[config.mk]
export PLATFORM = sky130hd
export DESIGN_NAME = fire_sequencer
export DESIGN_NICKNAME = d
export VERILOG_FILES = /design/src/rtl/fire_seq_pkg.sv /design/src/rtl/fire_seq_channel.sv /design/src/rtl/fire_sequencer.sv
export SDC_FILE = /design/constraint.sdc
export NUM_CORES = 1
export LEC_CHECK = 0
export ABC_AREA = 1
export BUFFER_PORTS_ARGS = -buffer_cell sky130_fd_sc_hd__buf_2
export CAP_MARGIN = 10
export CORE_MARGIN = 4
export CORE_UTILIZATION = 35
export CTS_CLUSTER_DIAMETER = 100
export CTS_CLUSTER_SIZE = 14
export DETAILED_ROUTE_END_ITERATION = 12
export MAX_ROUTING_LAYER = met4
export PLACE_DENSITY = 0.55
export SLEW_MARGIN = 20
export SYNTH_ARGS = -nofsm -noshare
export SYNTH_HDL_FRONTEND = slang
export SYNTH_SLANG_ARGS = --single-unit
[constraint.sdc]
create_clock -name clk1 -period 2 [get_ports clk1]
set_clock_uncertainty 0.1 [all_clocks]
set_input_delay 0.1 -clock clk1 [delete_from_list [all_inputs] [get_ports clk1]]
set_output_delay 0.1 -clock clk1 [all_outputs]
set_load 0.01 [all_outputs]
[src/rtl/fire_seq_pkg.sv]
// ---------------------------------------------------------------------------
// fire_seq_pkg
// Shared definitions for the fire sequencer:
//   fire_state_t  - sequencer states (IDLE, ARM, RUN)
//   FIRE_LEVEL    - fire bits stay set once reached
//   FIRE_PULSE    - fire bits pulse for one cycle per period
//   period_len()  - decodes a programmed period, where 0 stands for 2^cnt_w
// ---------------------------------------------------------------------------
package fire_seq_pkg;

   typedef enum logic [1:0] {
      IDLE = 2'd0,
      ARM  = 2'd1,
      RUN  = 2'd2
   } fire_state_t;

   localparam int FIRE_LEVEL = 0;
   localparam int FIRE_PULSE = 1;

   // The period register has no spare code for 2^cnt_w, so 0 is reused for
   // the longest possible period. The result is one bit wider than the input.
   function automatic logic [32:0] period_len(input logic [31:0] period,
                                              input int unsigned cnt_w);
      if (period == 32'd0) begin
         return 33'd1 << cnt_w;
      end
      return {1'b0, period};
   endfunction

endpackage

[src/rtl/fire_seq_channel.sv]
// ---------------------------------------------------------------------------
// fire_seq_channel
// One fire channel: holds the channel's offset and raises its fire bit on
// the edge after the period phase reaches that offset.
// Ports:
//   clk1, resetn  clock, asynchronous active-low reset
//   load          accepted start: latch cfg_offset and clear fire
//   clear         stop request: clear fire
//   run           sequencer is in RUN
//   t             current phase within the period
//   cfg_offset    offset to latch on load
//   fire          registered fire output
// Parameters: CNT_W counter width, MODE FIRE_LEVEL or FIRE_PULSE.
// ---------------------------------------------------------------------------
module fire_seq_channel
   import fire_seq_pkg::*;
#(
   parameter int CNT_W = 16,
   parameter int MODE  = FIRE_LEVEL
) (
   input  logic             clk1,
   input  logic             resetn,
   input  logic             load,
   input  logic             clear,
   input  logic             run,
   input  logic [CNT_W-1:0] t,
   input  logic [CNT_W-1:0] cfg_offset,
   output logic             fire
);

   logic [CNT_W-1:0] offset_q;

   // Offset capture and fire register. Stop and a fresh start both clear the
   // bit and take priority over a coincident match, so a stop on the match
   // cycle never leaks a pulse. Offsets beyond the period simply never match
   // because t never gets there. In pulse mode any non-matching cycle drops
   // the bit again.
   always_ff @(posedge clk1 or negedge resetn) begin
      if (!resetn) begin
         offset_q <= '0;
         fire     <= 1'b0;
      end else begin
         if (load) begin
            offset_q <= cfg_offset;
         end
         if (clear || load) begin
            fire <= 1'b0;
         end else if (run && (t == offset_q)) begin
            fire <= 1'b1;
         end else if (MODE == FIRE_PULSE) begin
            fire <= 1'b0;
         end
      end
   end

endmodule

[src/rtl/fire_sequencer.sv]
// ---------------------------------------------------------------------------
// fire_sequencer
// Multi-channel trigger generator. An accepted start latches the
// configuration, waits cfg_delay cycles, then runs periods of cfg_period
// cycles in which channel i fires when the phase equals its offset. It stops
// after cfg_shots periods (0 = run until stopped) or on stop.
// Ports:
//   clk1, resetn  clock, asynchronous active-low reset
//   start         launch request, honoured only in IDLE
//   stop          abort, honoured in any state, wins over start
//   cfg_delay     cycles from start to the first period
//   cfg_period    period length, 0 = 2^CNT_W
//   cfg_shots     number of periods, 0 = unlimited
//   cfg_offset    per-channel offsets, channel i in [i*CNT_W +: CNT_W]
//   fire          per-channel fire outputs
//   busy          high in ARM or RUN
//   done          one-cycle pulse on normal completion
// Optional build macro FIRE_SEQ_SHOTCNT_EN adds:
//   shot_cnt      completed periods of the current or last run
//   phase         current phase t, 0 outside RUN
// Parameters: NCH channels, CNT_W counter width (max 32),
//             FIRE_PULSE 0 = level mode, 1 = pulse mode.
// ---------------------------------------------------------------------------
module fire_sequencer #(
   parameter int NCH        = 4,
   parameter int CNT_W      = 16,
   parameter int FIRE_PULSE = fire_seq_pkg::FIRE_LEVEL
) (
   input  logic                 clk1,
   input  logic                 resetn,
   input  logic                 start,
   input  logic                 stop,
   input  logic [CNT_W-1:0]     cfg_delay,
   input  logic [CNT_W-1:0]     cfg_period,
   input  logic [CNT_W-1:0]     cfg_shots,
   input  logic [NCH*CNT_W-1:0] cfg_offset,
   output logic [NCH-1:0]       fire,
   output logic                 busy,
   output logic                 done
`ifdef FIRE_SEQ_SHOTCNT_EN
   ,
   output logic [CNT_W-1:0]     shot_cnt,
   output logic [CNT_W-1:0]     phase
`endif
);

   import fire_seq_pkg::*;

   localparam logic [CNT_W-1:0] CNT_ONE = CNT_W'(1);

   fire_state_t      state_q, state_d;
   logic [CNT_W-1:0] delay_q, period_last_q, shots_q;
   logic [CNT_W-1:0] delay_cnt_q, delay_cnt_d;
   logic [CNT_W-1:0] t_q, t_d;
   logic [CNT_W-1:0] shot_q, shot_d;
   logic             busy_d, done_d;
   logic             accept;
   logic             run;

   assign run = (state_q == RUN);

   // Next-state logic. The delay counter counts 0..delay-1 in ARM, the phase
   // t counts 0..period-1 in RUN, and the shot counter advances on every
   // period wrap. t is forced back to 0 whenever RUN is left so that it reads
   // as 0 outside RUN. The last-shot test uses the count before it advances,
   // so completion lands exactly on the wrap edge of the final period.
   always_comb begin
      state_d     = state_q;
      delay_cnt_d = delay_cnt_q;
      t_d         = t_q;
      shot_d      = shot_q;
      busy_d      = busy;
      done_d      = 1'b0;
      accept      = 1'b0;
      case (state_q)
         IDLE: begin
            if (start && !stop) begin
               accept      = 1'b1;
               busy_d      = 1'b1;
               delay_cnt_d = '0;
               t_d         = '0;
               shot_d      = '0;
               state_d     = (cfg_delay != '0) ? ARM : RUN;
            end
         end
         ARM: begin
            if (stop) begin
               state_d     = IDLE;
               busy_d      = 1'b0;
               delay_cnt_d = '0;
            end else if (delay_cnt_q == (delay_q - CNT_ONE)) begin
               state_d     = RUN;
               delay_cnt_d = '0;
               t_d         = '0;
            end else begin
               delay_cnt_d = delay_cnt_q + CNT_ONE;
            end
         end
         RUN: begin
            if (stop) begin
               state_d = IDLE;
               busy_d  = 1'b0;
               t_d     = '0;
            end else if (t_q == period_last_q) begin
               t_d    = '0;
               shot_d = shot_q + CNT_ONE;
               if ((shots_q != '0) && (shot_q == (shots_q - CNT_ONE))) begin
                  state_d = IDLE;
                  busy_d  = 1'b0;
                  done_d  = 1'b1;
               end
            end else begin
               t_d = t_q + CNT_ONE;
            end
         end
         default: begin
            state_d = IDLE;
            busy_d  = 1'b0;
            t_d     = '0;
         end
      endcase
   end

   // State, counters and the busy/done outputs are all plain registers so
   // no input can reach an output combinationally.
   always_ff @(posedge clk1 or negedge resetn) begin
      if (!resetn) begin
         state_q     <= IDLE;
         delay_cnt_q <= '0;
         t_q         <= '0;
         shot_q      <= '0;
         busy        <= 1'b0;
         done        <= 1'b0;
      end else begin
         state_q     <= state_d;
         delay_cnt_q <= delay_cnt_d;
         t_q         <= t_d;
         shot_q      <= shot_d;
         busy        <= busy_d;
         done        <= done_d;
      end
   end

   // Configuration is captured only on an accepted start, so the cfg inputs
   // may change freely while a run is in progress. The period is stored as
   // its last phase value, which also turns the 0 = 2^CNT_W case into an
   // all-ones terminal count.
   always_ff @(posedge clk1 or negedge resetn) begin
      if (!resetn) begin
         delay_q       <= '0;
         period_last_q <= '0;
         shots_q       <= '0;
      end else if (accept) begin
         delay_q       <= cfg_delay;
         period_last_q <= CNT_W'(period_len(32'(cfg_period), CNT_W) - 33'd1);
         shots_q       <= cfg_shots;
      end
   end

   // One comparator/fire register per channel, all sharing the phase counter.
   for (genvar i = 0; i < NCH; i++) begin : g_ch
      fire_seq_channel #(
         .CNT_W (CNT_W),
         .MODE  (FIRE_PULSE)
      ) u_ch (
         .clk1       (clk1),
         .resetn     (resetn),
         .load       (accept),
         .clear      (stop),
         .run        (run),
         .t          (t_q),
         .cfg_offset (cfg_offset[i*CNT_W +: CNT_W]),
         .fire       (fire[i])
      );
   end

`ifdef FIRE_SEQ_SHOTCNT_EN
   assign shot_cnt = shot_q;
   assign phase    = t_q;
`endif

endmodule

# After elaboration in Yosys (flattened, before gate mapping)
# Cells that the tools add are included.
[word_totals]
register_bits = 168
inputBits = 116
output_inout_bits = 6
wordCells = 109
[classes]
n_addsub = 6
eq_ne = 18
mux = 45
reduce_logical = 23
[op_table]
columns = ["op", "count"]
rows = [
  ["$mux 16", 12],
  ["$eq 16x16->1", 7],
  ["$pmux 16 s2", 2],
  ["$add 16x1->16 const B", 3],
  ["$pmux 16 s3", 1],
  ["$sub 16x1->16 const B", 3],
  ["$reduce_bool 16->1", 2],
  ["$mux 1", 21],
  ["$logic_not 16->1", 1],
  ["$mux 2", 7],
  ["$ne 2x2->1 const B", 6],
  ["$reduce_and 4->1", 3],
  ["$reduce_bool 2->1", 6],
  ["$ne 3x3->1 const B", 3],
  ["$logic_and 1x1->1", 6],
  ["$pmux 2 s3", 1],
  ["$pmux 1 s3", 1],
  ["$reduce_and 3->1", 1],
  ["$eq 2x1->1 const B", 1],
  ["$eq 2x2->1 const B", 1],
  ["$logic_not 2->1", 1],
  ["$reduce_and 2->1", 1],
  ["$logic_not 1->1", 1],
  ["$logic_or 1x1->1", 1],
]

# Longest topological paths before layout
[logic_depth]
ltp_word = 8
mapped_depth = 17
ltp_nobuf = 16

# Modules after synthesis
# From an unflattened synthesis, not the netlist that was laid out.
[unflattened]
hier_cells = 1472
area_unflattened_um2 = 10328.7
[by_module_without_submodules]
columns = ["mod", "instances", "cells_each", "area_each_um2", "seq_area_each_um2"]
rows = [
  ["fire_sequencer", 1, 948, 6705.2, 2502.4],
  ["fire_seq_channel", 4, 131, 905.9, 425.4],
]

# Least setup slack after synthesis
# Ideal clock, no wire load.
[synth_path]
path_kind = "reg2reg"
from = "register delay_q[0]"
to = "register delay_cnt_q[11]"
setup_time_ns = 0.120
arrival_time_ns = 1.791
required_ns = 1.780
slack_ns = -0.011
path_stages_with_launch = 15
path_buffers = 1
path_cell_list = "dfrtp_1 -> inv_1 -> ha_1 -> nand2_1 -> nor2_1 -> nand3_1 -> xor2_1 -> nand2_1 -> nor2_2 -> nand2_1 -> nand2_2 -> nand2_2 -> inv_2 -> buf_4 -> nor2_1"
[synth_between]
elab_chain_len = 5
[synth_rtl]
columns = ["item", "line_no", "rtl"]
rows = [
  ["from (decl)", "fire_sequencer.sv:52", "logic [CNT_W-1:0] delay_q, period_last_q, shots_q;"],
  ["from (signal assigned)", "fire_sequencer.sv:154", "delay_q <= cfg_delay;"],
  ["$sub 16x1->16", "fire_sequencer.sv:91", "end else if (delay_cnt_q == (delay_q - CNT_ONE)) begin"],
  ["$eq 16x16->1", "fire_sequencer.sv:91", ""],
  ["$mux 16", "fire_sequencer.sv:91", ""],
  ["$mux 16", "fire_sequencer.sv:87", "if (stop) begin"],
  ["$pmux 16 s2", "fire_sequencer.sv:75", "case (state_q)"],
  ["to (signal assigned)", "fire_sequencer.sv:136", "delay_cnt_q <= delay_cnt_d;"],
  ["to (decl)", "fire_sequencer.sv:53", "logic [CNT_W-1:0] delay_cnt_q, delay_cnt_d;"],
]
# No other way between the ends.
# A chain may end at the register's enable or synchronous reset.

# Worst setup path in the final report
[layout_path]
from = "register delay_q[3]"
to = "register delay_cnt_q[3]"
# Same word-level chain as after synthesis.

==> out/metrics.cfg <==
[outcome]
status=finished, violations left
failed_checks=setup timing

[setup_path]
crit_path_max_fanout=4
cp-start-kind=flop
crit_arrival_ns=2.32
critical_path_class=flop to flop
r2r_cells=13
cp-end-kind=flop
worst_ep_required_time_ns=2.24
r2r-end=delay_cnt_q[3]
r2r_slack_ns=-0.08
reg2reg_from=delay_q[3]

[sta]
hold_violations=0
fin_crit_sh_pct=104
min_period_ns=2.08
drv_slew=0
rsz0062_at_grt=yes
max_freq_mhz=480
setup_viol=19
fin_ws_ns=-0.0837
worstMarginPinSlew_ns=0.503
relSlewSlack_pct=66.5

[routing]
totalWireLength_mm=30.3
drt-initial-drc-count=568
via_per_inst=4.76
dr.pass1.iters=5
ant_nets=0
vias=9791
routedWlPerCell_um=14.7
route.detailed.drc=0

[grt]
gr-total-overflow=0
gr-usage-met3_pct=3.31
grt_use_total_pct=20.0
grt_first_pass_wirelength_mm=48.6
grt_max_degree=51
grt_pass1_vias=9731
antenna_found_initial=0
use_met2_pct=33.5
busiest_layer=met2
use_met1_pct=25.4

[cts]
cts_max_level=4
clk_pin_slew_ns=0.07
clock_path_buffers=2
clock_latency_ns=0.45
root_buffer=clkbuf_16
cts_tree=yes
cts-buffers-inserted=17
cts.sinks=168

[floorplanning]
rows=61
chipHeight_um=177
dieWidth_um=177
dieArea_mm2=0.0313
coreArea_mm2=0.0279
start_util_pct=35.7
pin_count=122

[synth]
synth_area_mm2=0.00998
synth.distinct_cells=42
async_flop_share_pct=100
avgSynthCellArea_um2=7.29
ys_seq_area_share_pct=42.1
syn_inst=1370
yosys_warnings=0
synth_top_flop_cell=dfrtp_1
synth-edff-count=0
ys_ff_latch=168
syn_nets=1492

[layout]
layout-drive-gt1-share_pct=21.9
layout_common_cells=nand2_1 (435), dfrtp_1 (167), buf_2 (120)
fillers=2707
multi_input_area_mm2=0.00545
final_nets=1790
antenna_cells=0
final_common_cell=nand2_1
area_growth_pct=38.4
seq_area_mm2=0.00421

[place]
place_congestion=0.893
dp_hpwl_mm=21.9
pre_cts_ws_ns=-0.127
portBuffers=121

[pwr]
power_uw=12200
vdd_drop_max_mv=0.622
total_leakage_power_uw=0.00664
power.density_mw_per_mm2=883

[worst_hold_path]
holdPathStages=6
hold_class=input port to flop
min_to=period_last_q[13]
hp-start=cfg_period[8]

[flow_run]
max-cap-violations=0

[final cells by class]
class / count / share of cell area, %
inverters: 134 / 3.79
repair buffers: 329 / 18.5
repair inverters: 1 / 0.0815
well taps: 378 / 3.42
clock buffers: 20 / 3.38
multi-input cells: 1017 / 39.4
flip-flops and latches: 168 / 30.4
clock inverters: 12 / 0.915
[timing repair]
item                                   4_1_cts  5_1_grt
buffers inserted                             1        7
pin swaps                                    2       31
cloned                                       0        2
gates resized for setup                     23      105
setup endpoints to repair                   38       63
hold buffers                               113        0
endpoints found under the hold margin      280        0
[registers in the layout, summed over array words and instances (netlist names), 4 cells and up]
name / count
g_ch.u_ch.offset_q: 64
delay_cnt_q: 16
delay_q: 16
period_last_q: 16
shot_q: 16
shots_q: 16
t_q: 16
g_ch.u_ch.fire: 4
[routing by layer]
metal	share of wire (%)	wire length, µm
met1	46	14000
met3	3.4	1030
met2	49	14700
met5	0	0
met4	1.6	495
[through the flow]
step                instances  cell area, µm²  setup TNS (ns)  hold slack (ns)  util (%)
finish                   2059           13800           -1.31           0.0217      49.5
global route             2059           13800           -8.59           0.0519      49.5
CTS                      2050           13400               0           0.0179      47.9
detailed placement       1904           11600           -2.58         -0.00684      41.4
global placement         1904           11600           -1.58         -0.00805      41.4
floorplan                1370            9980               0           -0.296         -
[kinds of logic (layout without fill, tap and decap cells)]
family	Yosys count	in the layout	synth area share (%)
adders and majority gates	6	6	0.752
and+or+nand+nor	762	763	32.0
buffers and inverters	186	496	7.45
AOI/OAI and AO/OA	136	136	7.82
DFF	168	168	42.1
xor gates and xnor gates	112	112	9.83
[power by group]
group / switching (µW) / internal [µW] / total [µW]
clock: 1540 / 1850 / 3390
combinational: 2250 / 1780 / 4030
sequential: 659 / 4110 / 4770
total: 4450 / 7750 / 12200
[cells in the mapped netlist, types with 8 or more instances]
master,number,area share (%)
o22ai_1,13,0.81
o31ai_1,14,1.1
nor4_1,13,0.81
nor3_1,26,1.3
buf_2,15,0.75
nand2_1,463,17
a21oi_1,17,0.85
xnor2_1,33,2.9
nand3_1,63,3.2
xor2_1,79,6.9
inv_1,124,4.7
clkbuf_1,30,1.1
dfrtp_1,168,42
nand4_1,26,1.6
o21ai_0,72,3.6
nor2_1,135,5.1
nor2_2,8,0.50
[how the worst max path moves through the flow]
stage,startpoint,endpoint,slack [ns],depth (start not counted)
floorplan,delay_q[0],delay_cnt_q[11],0.01,14
global placement,delay_q[1],t_q[11],-0.09,13
detailed placement,delay_q[0],t_q[8],-0.13,13
CTS,delay_q[0],delay_cnt_q[3],0.003,16
global route,delay_q[2],t_q[9],-0.32,14
finish,delay_q[3],delay_cnt_q[3],-0.08,13
[critical path: stages, from the launching register on]
cell     delay, ns
dfrtp_1       0.43
nor2_4        0.16
nand2_2       0.09
nor2_4        0.15
nand2_1       0.07
xor2_1        0.17
nand3_1       0.12
nor2_2        0.17
nand2_2       0.09
nand2_4       0.10
nand2_8       0.09
buf_4         0.14
nand2_1       0.06
nor2_1        0.04
(Power assumes the default switching activity.)
